[src/rtl/snake_draw_engine.sv]
// rtl/snake_draw_engine.sv - queued Avalon-MM draw engine rendering snake cells into a VGA pixel buffer
module snake_draw_engine #(
    parameter int unsigned CELL        = 4,
    parameter int unsigned GRID_W      = 80,
    parameter int unsigned GRID_H      = 60,
    parameter int unsigned DEPTH       = 8,
    parameter logic [31:0] PX_BASE     = 32'h0800_0000,
    parameter logic [15:0] SNAKE_COLOR = 16'h07E0,
    parameter logic [15:0] FOOD_COLOR  = 16'hF800,
    parameter logic [15:0] BG_COLOR    = 16'h0000
) (
    input  logic        clk,
    input  logic        reset_n,
    input  logic [3:0]  hps_address,
    input  logic        hps_read,
    output logic [31:0] hps_readdata,
    input  logic        hps_write,
    input  logic [31:0] hps_writedata,
    output logic        hps_waitrequest,
    output logic [31:0] vga_px_address,
    output logic        vga_px_write,
    output logic [15:0] vga_px_writedata,
    input  logic        vga_px_waitrequest
);
    localparam int unsigned AW       = $clog2(DEPTH);
    localparam logic [AW:0] CNT_FULL = (AW+1)'(DEPTH);
    localparam logic [AW:0] CNT_ONE  = (AW+1)'(1);
    localparam logic [8:0]  CELL9    = 9'(CELL);
    localparam logic [8:0]  CLR_W    = 9'(GRID_W * CELL);
    localparam logic [8:0]  CLR_H    = 9'(GRID_H * CELL);
    localparam logic [8:0]  GW9      = 9'(GRID_W);
    localparam logic [7:0]  GH8      = 8'(GRID_H);

    typedef enum logic [1:0] {IDLE, DECODE, DRAW} state_t;

    // FIFO entry layout: {cmd[3:0], x[8:0], y[7:0]}
    logic [20:0]   fifo_q [DEPTH];
    logic [AW-1:0] wr_ptr_q, rd_ptr_q;
    logic [AW:0]   count_q;
    logic          overflow_q, range_err_q;

    state_t        state_q;
    logic [20:0]   cmd_q;
    logic [8:0]    ox_q, oy_q, i_q, j_q, w_lim_q, h_lim_q;
    logic          px_write_q;
    logic [31:0]   px_addr_q;
    logic [15:0]   px_data_q;

    logic cmd_wr, fifo_full, fifo_pop, fifo_push, ovf_set, rerr_set, sticky_clr, busy;
    logic [3:0]  cmd_code;
    logic [8:0]  cmd_x;
    logic [7:0]  cmd_y;
    logic        cmd_valid_d;
    logic [15:0] color_d;
    logic [8:0]  org_x_d, org_y_d, w_lim_d, h_lim_d;

    function automatic logic [31:0] pix_addr(input logic [8:0] px, input logic [8:0] py);
        return PX_BASE + {13'b0, py, 10'b0} + {22'b0, px, 1'b0};
    endfunction

    assign cmd_wr     = hps_write && (hps_address == 4'd0);
    assign sticky_clr = hps_write && (hps_address == 4'd1) && hps_writedata[0];
    assign fifo_full  = (count_q == CNT_FULL);
    assign fifo_pop   = (state_q == IDLE) && (count_q != '0);
    // A pop in the same cycle frees the slot, so a push at full still lands.
    assign fifo_push  = cmd_wr && (!fifo_full || fifo_pop);
    assign ovf_set    = cmd_wr && fifo_full && !fifo_pop;
    assign busy       = (state_q != IDLE) || (count_q != '0);

    assign cmd_code = cmd_q[20:17];
    assign cmd_x    = cmd_q[16:8];
    assign cmd_y    = cmd_q[7:0];
    assign rerr_set = (state_q == DECODE) && !cmd_valid_d;

    always_comb begin
        cmd_valid_d = 1'b0;
        color_d     = BG_COLOR;
        org_x_d     = 9'(cmd_x * CELL);
        org_y_d     = 9'(cmd_y * CELL);
        w_lim_d     = CELL9;
        h_lim_d     = CELL9;
        case (cmd_code)
            4'd1: begin cmd_valid_d = (cmd_x < GW9) && (cmd_y < GH8); color_d = SNAKE_COLOR; end
            4'd2: begin cmd_valid_d = (cmd_x < GW9) && (cmd_y < GH8); color_d = BG_COLOR;    end
            4'd3: begin cmd_valid_d = (cmd_x < GW9) && (cmd_y < GH8); color_d = FOOD_COLOR;  end
            4'd4: begin
                cmd_valid_d = 1'b1;
                org_x_d     = '0;
                org_y_d     = '0;
                w_lim_d     = CLR_W;
                h_lim_d     = CLR_H;
            end
            default: cmd_valid_d = 1'b0;
        endcase
    end

    always_ff @(posedge clk) begin
        if (fifo_push) fifo_q[wr_ptr_q] <= {hps_writedata[31:28], hps_writedata[24:16], hps_writedata[15:8]};
    end

    always_ff @(posedge clk or negedge reset_n) begin
        if (!reset_n) begin
            wr_ptr_q    <= '0;
            rd_ptr_q    <= '0;
            count_q     <= '0;
            overflow_q  <= 1'b0;
            range_err_q <= 1'b0;
        end else begin
            if (fifo_push) wr_ptr_q <= wr_ptr_q + 1'b1;
            if (fifo_pop)  rd_ptr_q <= rd_ptr_q + 1'b1;
            case ({fifo_push, fifo_pop})
                2'b10:   count_q <= count_q + CNT_ONE;
                2'b01:   count_q <= count_q - CNT_ONE;
                default: count_q <= count_q;
            endcase
            overflow_q  <= ovf_set  | (overflow_q  & ~sticky_clr);
            range_err_q <= rerr_set | (range_err_q & ~sticky_clr);
        end
    end

    always_ff @(posedge clk or negedge reset_n) begin
        if (!reset_n) begin
            state_q    <= IDLE;
            cmd_q      <= '0;
            ox_q       <= '0;
            oy_q       <= '0;
            i_q        <= '0;
            j_q        <= '0;
            w_lim_q    <= '0;
            h_lim_q    <= '0;
            px_write_q <= 1'b0;
            px_addr_q  <= '0;
            px_data_q  <= '0;
        end else begin
            case (state_q)
                IDLE: if (fifo_pop) begin
                    cmd_q   <= fifo_q[rd_ptr_q];
                    state_q <= DECODE;
                end
                DECODE: begin
                    i_q <= '0;
                    j_q <= '0;
                    if (cmd_valid_d) begin
                        ox_q       <= org_x_d;
                        oy_q       <= org_y_d;
                        w_lim_q    <= w_lim_d;
                        h_lim_q    <= h_lim_d;
                        px_data_q  <= color_d;
                        px_addr_q  <= pix_addr(org_x_d, org_y_d);
                        px_write_q <= 1'b1;
                        state_q    <= DRAW;
                    end else begin
                        state_q <= IDLE;
                    end
                end
                DRAW: if (!vga_px_waitrequest) begin
                    if (i_q == w_lim_q - 9'd1) begin
                        if (j_q == h_lim_q - 9'd1) begin
                            px_write_q <= 1'b0;
                            state_q    <= IDLE;
                        end else begin
                            i_q       <= '0;
                            j_q       <= j_q + 9'd1;
                            px_addr_q <= pix_addr(ox_q, oy_q + j_q + 9'd1);
                        end
                    end else begin
                        i_q       <= i_q + 9'd1;
                        px_addr_q <= pix_addr(ox_q + i_q + 9'd1, oy_q + j_q);
                    end
                end
                default: state_q <= IDLE;
            endcase
        end
    end

    always_comb begin
        hps_readdata = '0;
        if (hps_read && (hps_address == 4'd1))
            hps_readdata = {21'b0, range_err_q, overflow_q, busy, 8'(count_q)};
    end

    logic unused_wdata;
    assign unused_wdata = &{1'b0, hps_writedata[27:25], hps_writedata[7:1]};

    assign hps_waitrequest  = 1'b0;
    assign vga_px_write     = px_write_q;
    assign vga_px_address   = px_addr_q;
    assign vga_px_writedata = px_data_q;
endmodule

[config.mk]
export PLATFORM = sky130hd
export DESIGN_NAME = snake_draw_engine
export DESIGN_NICKNAME = d
export VERILOG_FILES = /design/src/rtl/snake_draw_engine.sv
export SDC_FILE = /design/constraint.sdc
export NUM_CORES = 1
export LEC_CHECK = 0
export ABC_AREA = 1
export BUFFER_PORTS_ARGS = -buffer_cell sky130_fd_sc_hd__buf_2
export CORE_MARGIN = 4
export CORE_UTILIZATION = 35
export DETAILED_ROUTE_END_ITERATION = 7
export GPL_TIMING_DRIVEN = 0
export SLEW_MARGIN = 25
export SYNTH_ARGS = -nofsm -noshare
export SYNTH_HDL_FRONTEND = slang
export SYNTH_SLANG_ARGS = --single-unit
[constraint.sdc]
create_clock -name clk -period 3.1 [get_ports clk]
set_clock_uncertainty 0.1 [all_clocks]
set_input_delay 0.62 -clock clk [delete_from_list [all_inputs] [get_ports clk]]
set_output_delay 0.62 -clock clk [all_outputs]
set_load 0.01 [all_outputs]
# Word level (Yosys, flattened, before mapping)
# Memories as Yosys holds them, arrays and structs flattened. A register that Yosys moved wholly into a read port is not among the register bits.
# Index checks and enable logic that the tools add are counted.
# classes
bitwise_logic,5
n_addsub,18
n_mux,34
reduce_logical,30
multipliers,0
n_shift,0
eq_ne,19
div_mod_pow,0
magnitude_cmp,2
# ops
op,n
$mux W32,4
$add A29 B10 Y30,3
$add A28 B19 Y29 const A,3
$mux W9,9
$pmux W32 S2,1
$add A9 B1 Y9 const B,4
$pmux W9 S2,2
$pmux W16 S2,1
$add A9 B9 Y9,2
$eq A9 B9 Y1,2
$sub A9 B1 Y9 const B,2
$ne A2 B2 Y1 const B,6
$reduce_and A4 Y1,3
$mux W11,1
$logic_and A1 B1 Y1,10
$mux W2,5
$lt A9 B7 Y1 const B,1
$eq A4 B1 Y1 const B,2
$eq A4 B2 Y1 const B,2
$lt A8 B6 Y1 const B,1
$mux W8,1
$pmux W4 S2,1
$add A3 B1 Y3 const B,2
$mux W1,6
22 further kinds,34
# word_totals
mem_bits_rw,168
output_inout_bits,82
ff_bits,117
wordCells,124
mem_bits_ro,0
latch_bits,0
mem_count,1
# mem_list
memory,depth,width,rd,rd_ports_with_merged_regs,wr,line_no,text
fifo_q,8,21,1,1,1,37,logic [20:0] fifo_q [DEPTH];

# Depth between registers and ports, before layout
# depth
word_depth,8
ltp_mapped,16
mapped_depth_nobuf,16

# Worst setup path before layout
# Ideal clock, no wire load.
# synth_timing
kind,input to register
startpoint,input port hps_address[3]
endpoint,memory fifo_q[2][0] (enable)
n_path_buf,0
setup_time_ps,425
arrival_ps,2940
stages,6
path_slack_ps,-366
cell_sequence,nor2_1 -> nand2_1 -> nor3_1 -> nand2_1 -> or2_2 -> nor3_1
# synth_between
elab_chain_len,5
# synth_rtl
item,line_no,text
start: declaration,14,"input logic [3:0] hps_address,"
$logic_not A4 Y1,61,assign cmd_wr = hps_write && (hps_address == 4'd0);
$logic_and A1 B1 Y1,61,
$logic_and A1 B1 Y1,66,assign fifo_push = cmd_wr && (!fifo_full || fifo_pop);
$mux W1,98,"if (fifo_push) fifo_q[wr_ptr_q] <= {hps_writedata[31:28], hps_writedata[24:16], hps_writedata[15:8]};"
$mux W1 (implied by the code),98,
end: declaration,37,
# No other way between the ends.

# Final worst setup path
# layout_timing
startpoint,register state_q[0]
endpoint,memory fifo_q[4][16] (enable)
# layout_between
elab_chain_len,6
# layout_rtl
item,line_no,text
start: declaration,42,state_t state_q;
start signal: assignment,123,state_q <= IDLE;
start signal: assignment,138,state_q <= DECODE;
start signal: assignment,151,state_q <= DRAW;
$logic_not A2 Y1,64,assign fifo_pop = (state_q == IDLE) && (count_q != '0);
$logic_and A1 B1 Y1,64,
$logic_or A1 B1 Y1,66,
$logic_and A1 B1 Y1,66,
$mux W1,98,
$mux W1 (implied by the code),98,
# No other way between the ends.

==> results_dict.tcl <==
set metrics [dict create \
    synth_top_area_share_pct 41.76 \
    finalSetupViolations 0 \
    layout-drive-gt1-share_pct 16.25 \
    status "finished clean" \
    cts_made_buffers 28 \
    worst_pin_slew_ns 0.7990 \
    drcViolationCount 0 \
    min_period_ns 2.662 \
    first_pass_iters 5 \
    ys_warn_count 0 \
    drt_iter0_drc 553 \
    core-area_sq_mm 0.03378 \
    finalWeightedCongestion 0.8908 \
    clock_sinks 259 \
    synth_seq_cells 259 \
    worst_hold_slack_ns 0.2284 \
    ctsLongestPathBuffers 3 \
    grt-ovfl-total 0 \
    rsz0062_at_grt "false" \
    grt_pass1_wl_mm 48.06 \
    grt_usage_pct 15.90 \
    synth_ff_type "edfxtp_1" \
    leakagePower_nw 6.006 \
    cp-end-kind "flip-flop" \
    max_cap_violations 0 \
    seq_area_frac_synth_pct 60.61 \
    async_flop_share_pct 35.14 \
    antenna_left 0 \
    io_pins 123 \
    synth-edff-count 168 \
    route.top_layer_used "met4" \
    required_ns 3.28 \
    p_per_area_mw_per_mm2 599.8 \
    viasPerCell 4.854 \
    wl_met1_mm 13.56 \
    synth.cell_area_sq_mm 0.01208 \
    drt_wl_total_mm 30.59 \
    ir_drop_mv 0.4974 \
    netlist_instances 1182 \
    nets 1403 \
    drv_slew 0 \
    wl_met3_mm 1.616 \
    worstPathMaxFanout 8 \
    cts-htree-levels 1 \
    syn2layout_area_growth_pct 18.34 \
    num_vias 8780 \
    final-hold-violation-count 0 \
    dpl.hpwl_mm 21.75 \
    clk_pin_slew_worst_paths_ns 0.06 \
    grt_pass1_vias 8471 \
    wl_per_cell_microns 16.91 \
    cts_root_buf "clkbuf_16" \
    yosys-top-cells-area "edfxtp_1 (42%), dfrtp_1 (19%), nand2_1 (6.5%)" \
    start_kind "flip-flop" \
    dp_cells 1757 \
    post-route-util_pct 42.32 \
    antenna_found_initial 1 \
    die_w_microns 193.8 \
    power.total_w 0.008574 \
    cts_tree "yes" \
    die_h_microns 193.8 \
    postLayoutCellArea_sq_mm 0.01430 \
    clkLatencyLatePin_ns 0.57 \
    row_count 67 \
    slew_headroom_pct 46.44 \
    worstPathArrival_ns 2.84 \
    period_share_pct 85.88 \
    wl_met2_mm 14.58 \
    yosys.area.top_type "edfxtp_1" \
    syn_area_per_cell_sq_um 10.22 \
    min_path_type "in2reg" \
    layout.cells.non_filler 1809 \
    io_buffers 68 \
    cts_setup_buffers 0 \
    grt_start_max_net_pins 69 \
    die_area_sq_mm 0.03755 \
    initial_core_util_pct 35.76 \
    ys_types 44 \
    clock.fmax_mhz 375.6 \
    dpl_cell_area_sq_mm 0.01338 \
    criticalPathCategory "reg2reg" \
]
-- worst paths after layout --
check	start	to	slack (ns)	cells past startpoint
setup / recovery	state_q[0]$_DFFE_PN0P_	fifo_q[4][16]$_DFFE_PP_	0.44	7
hold / removal	hps_writedata[15]	fifo_q[1][7]$_DFFE_PP_	0.23	1
setup reg to reg	state_q[0]$_DFFE_PN0P_	fifo_q[4][16]$_DFFE_PP_	0.44	7
hold reg to reg	vga_px_address[27]$_DFFE_PN0P_	vga_px_address[27]$_DFFE_PN0P_	0.37	1
max in group asynchronous	reset_n	vga_px_address[17]$_DFFE_PN0P_	1.87	3
min in group asynchronous	reset_n	i_q[2]$_DFFE_PN0P_	0.41	2
-- sequential cells by signal, summed over array words and instances, names as in the netlist, 4 cells and up --
signal / cells
vga_px_address: 19
count_q: 4
cmd_q: 21
j_q: 9
i_q: 9
oy_q: 7
fifo_q: 168
ox_q: 7
-- worst max-delay path, cell delays in order, from the launching register on --
cell     delay, ns
dfrtp_1       0.42
nor2_1        0.26
inv_1         0.10
nand4_1       0.11
nand2_1       0.11
or2_2         0.37
nor3_2        0.63
buf_4         0.32
-- routing by layer --
| layer | global-route usage, % | vias to the layer above |
|---|---|---|
| li1 | - | 4316 |
| met1 | 21.22 | 4162 |
| met2 | 26.96 | 252 |
| met3 | 2.693 | 50 |
| met4 | 4.354 | 0 |
| met5 | 0 | - |
-- synth_stat cells, types with 18 or more instances --
library cell	number
a21oi_1	19
buf_4	53
clkbuf_1	38
dfrtp_1	91
edfxtp_1	168
ha_1	20
inv_1	84
nand2_1	210
nand3_1	53
nor2_1	139
nor3_1	18
o211ai_1	22
o21ai_0	133
o221ai_1	21
o22ai_1	22
-- layout make-up --
cell class	count	area, sq um
Buffer	98	591.8
Tap cell	448	560.5
Clock inverter	17	167.7
Sequential cell	259	7322
Fill cell	3255	19490
Timing Repair Buffer	85	519.2
Inverter	92	347.8
Multi-Input combinational cell	776	4045
Clock buffer	33	739.5
Antenna cell	1	2.502
-- stage by stage --
stage / setup TNS, ns / worst slack, ns
finish: 0 / 0.4377
global route: 0 / 0.3028
CTS: 0 / 0.4190
detailed placement: 0 / 0.004937
global placement: -216.19 / -2.001
floorplan: -30.73 / -0.3658
-- timing repair --
item	CTS	global route
endpoints found under the hold margin	23	0
setup endpoints to repair	0	0
hold buffers	1	0
gates resized for setup	0	0
-- report_power, final --
| group | leakage [nW] | internal (W) | total (W) | switching [W] |
|---|---|---|---|---|
| Clock | 0.445 | 0.00188 | 0.00327 | 0.00139 |
| Combinational | 2.89 | 0.000451 | 0.00118 | 0.000725 |
| Sequential | 2.68 | 0.00390 | 0.00413 | 0.000229 |
-- kinds of logic after synthesis --
| kind of cell | share of synthesized area [%] |
|---|---|
| and+or+nand+nor | 15.74 |
| DFF | 60.61 |
| AOI/OAI and AO/OA | 11.91 |
| buffers and inverters | 7.778 |
| adders and majority gates | 2.403 |
| xor gates and xnor gates | 1.523 |
| other | 0.03104 |
-- cells in the final DEF (no fill, tap or decap), drive strengths merged, types with 2 or more instances in the layout --
cell type,n
a21oi,19
buf,144
bufinv,2
clkbuf,71
clkinv,13
clkinvlp,2
conb,44
dfrtp,91
edfxtp,168
fa,2
ha,20
inv,92
nand2,216
nand3,55
nand4,11
nor2,142
nor3,19
o211ai,22
o21a,4
o21ai,139
o21bai,2
o221ai,21
o22ai,22
o31ai,10
or2,3
xnor2,6
xor2,15
Note: power is estimated with default switching activity, not from simulation.
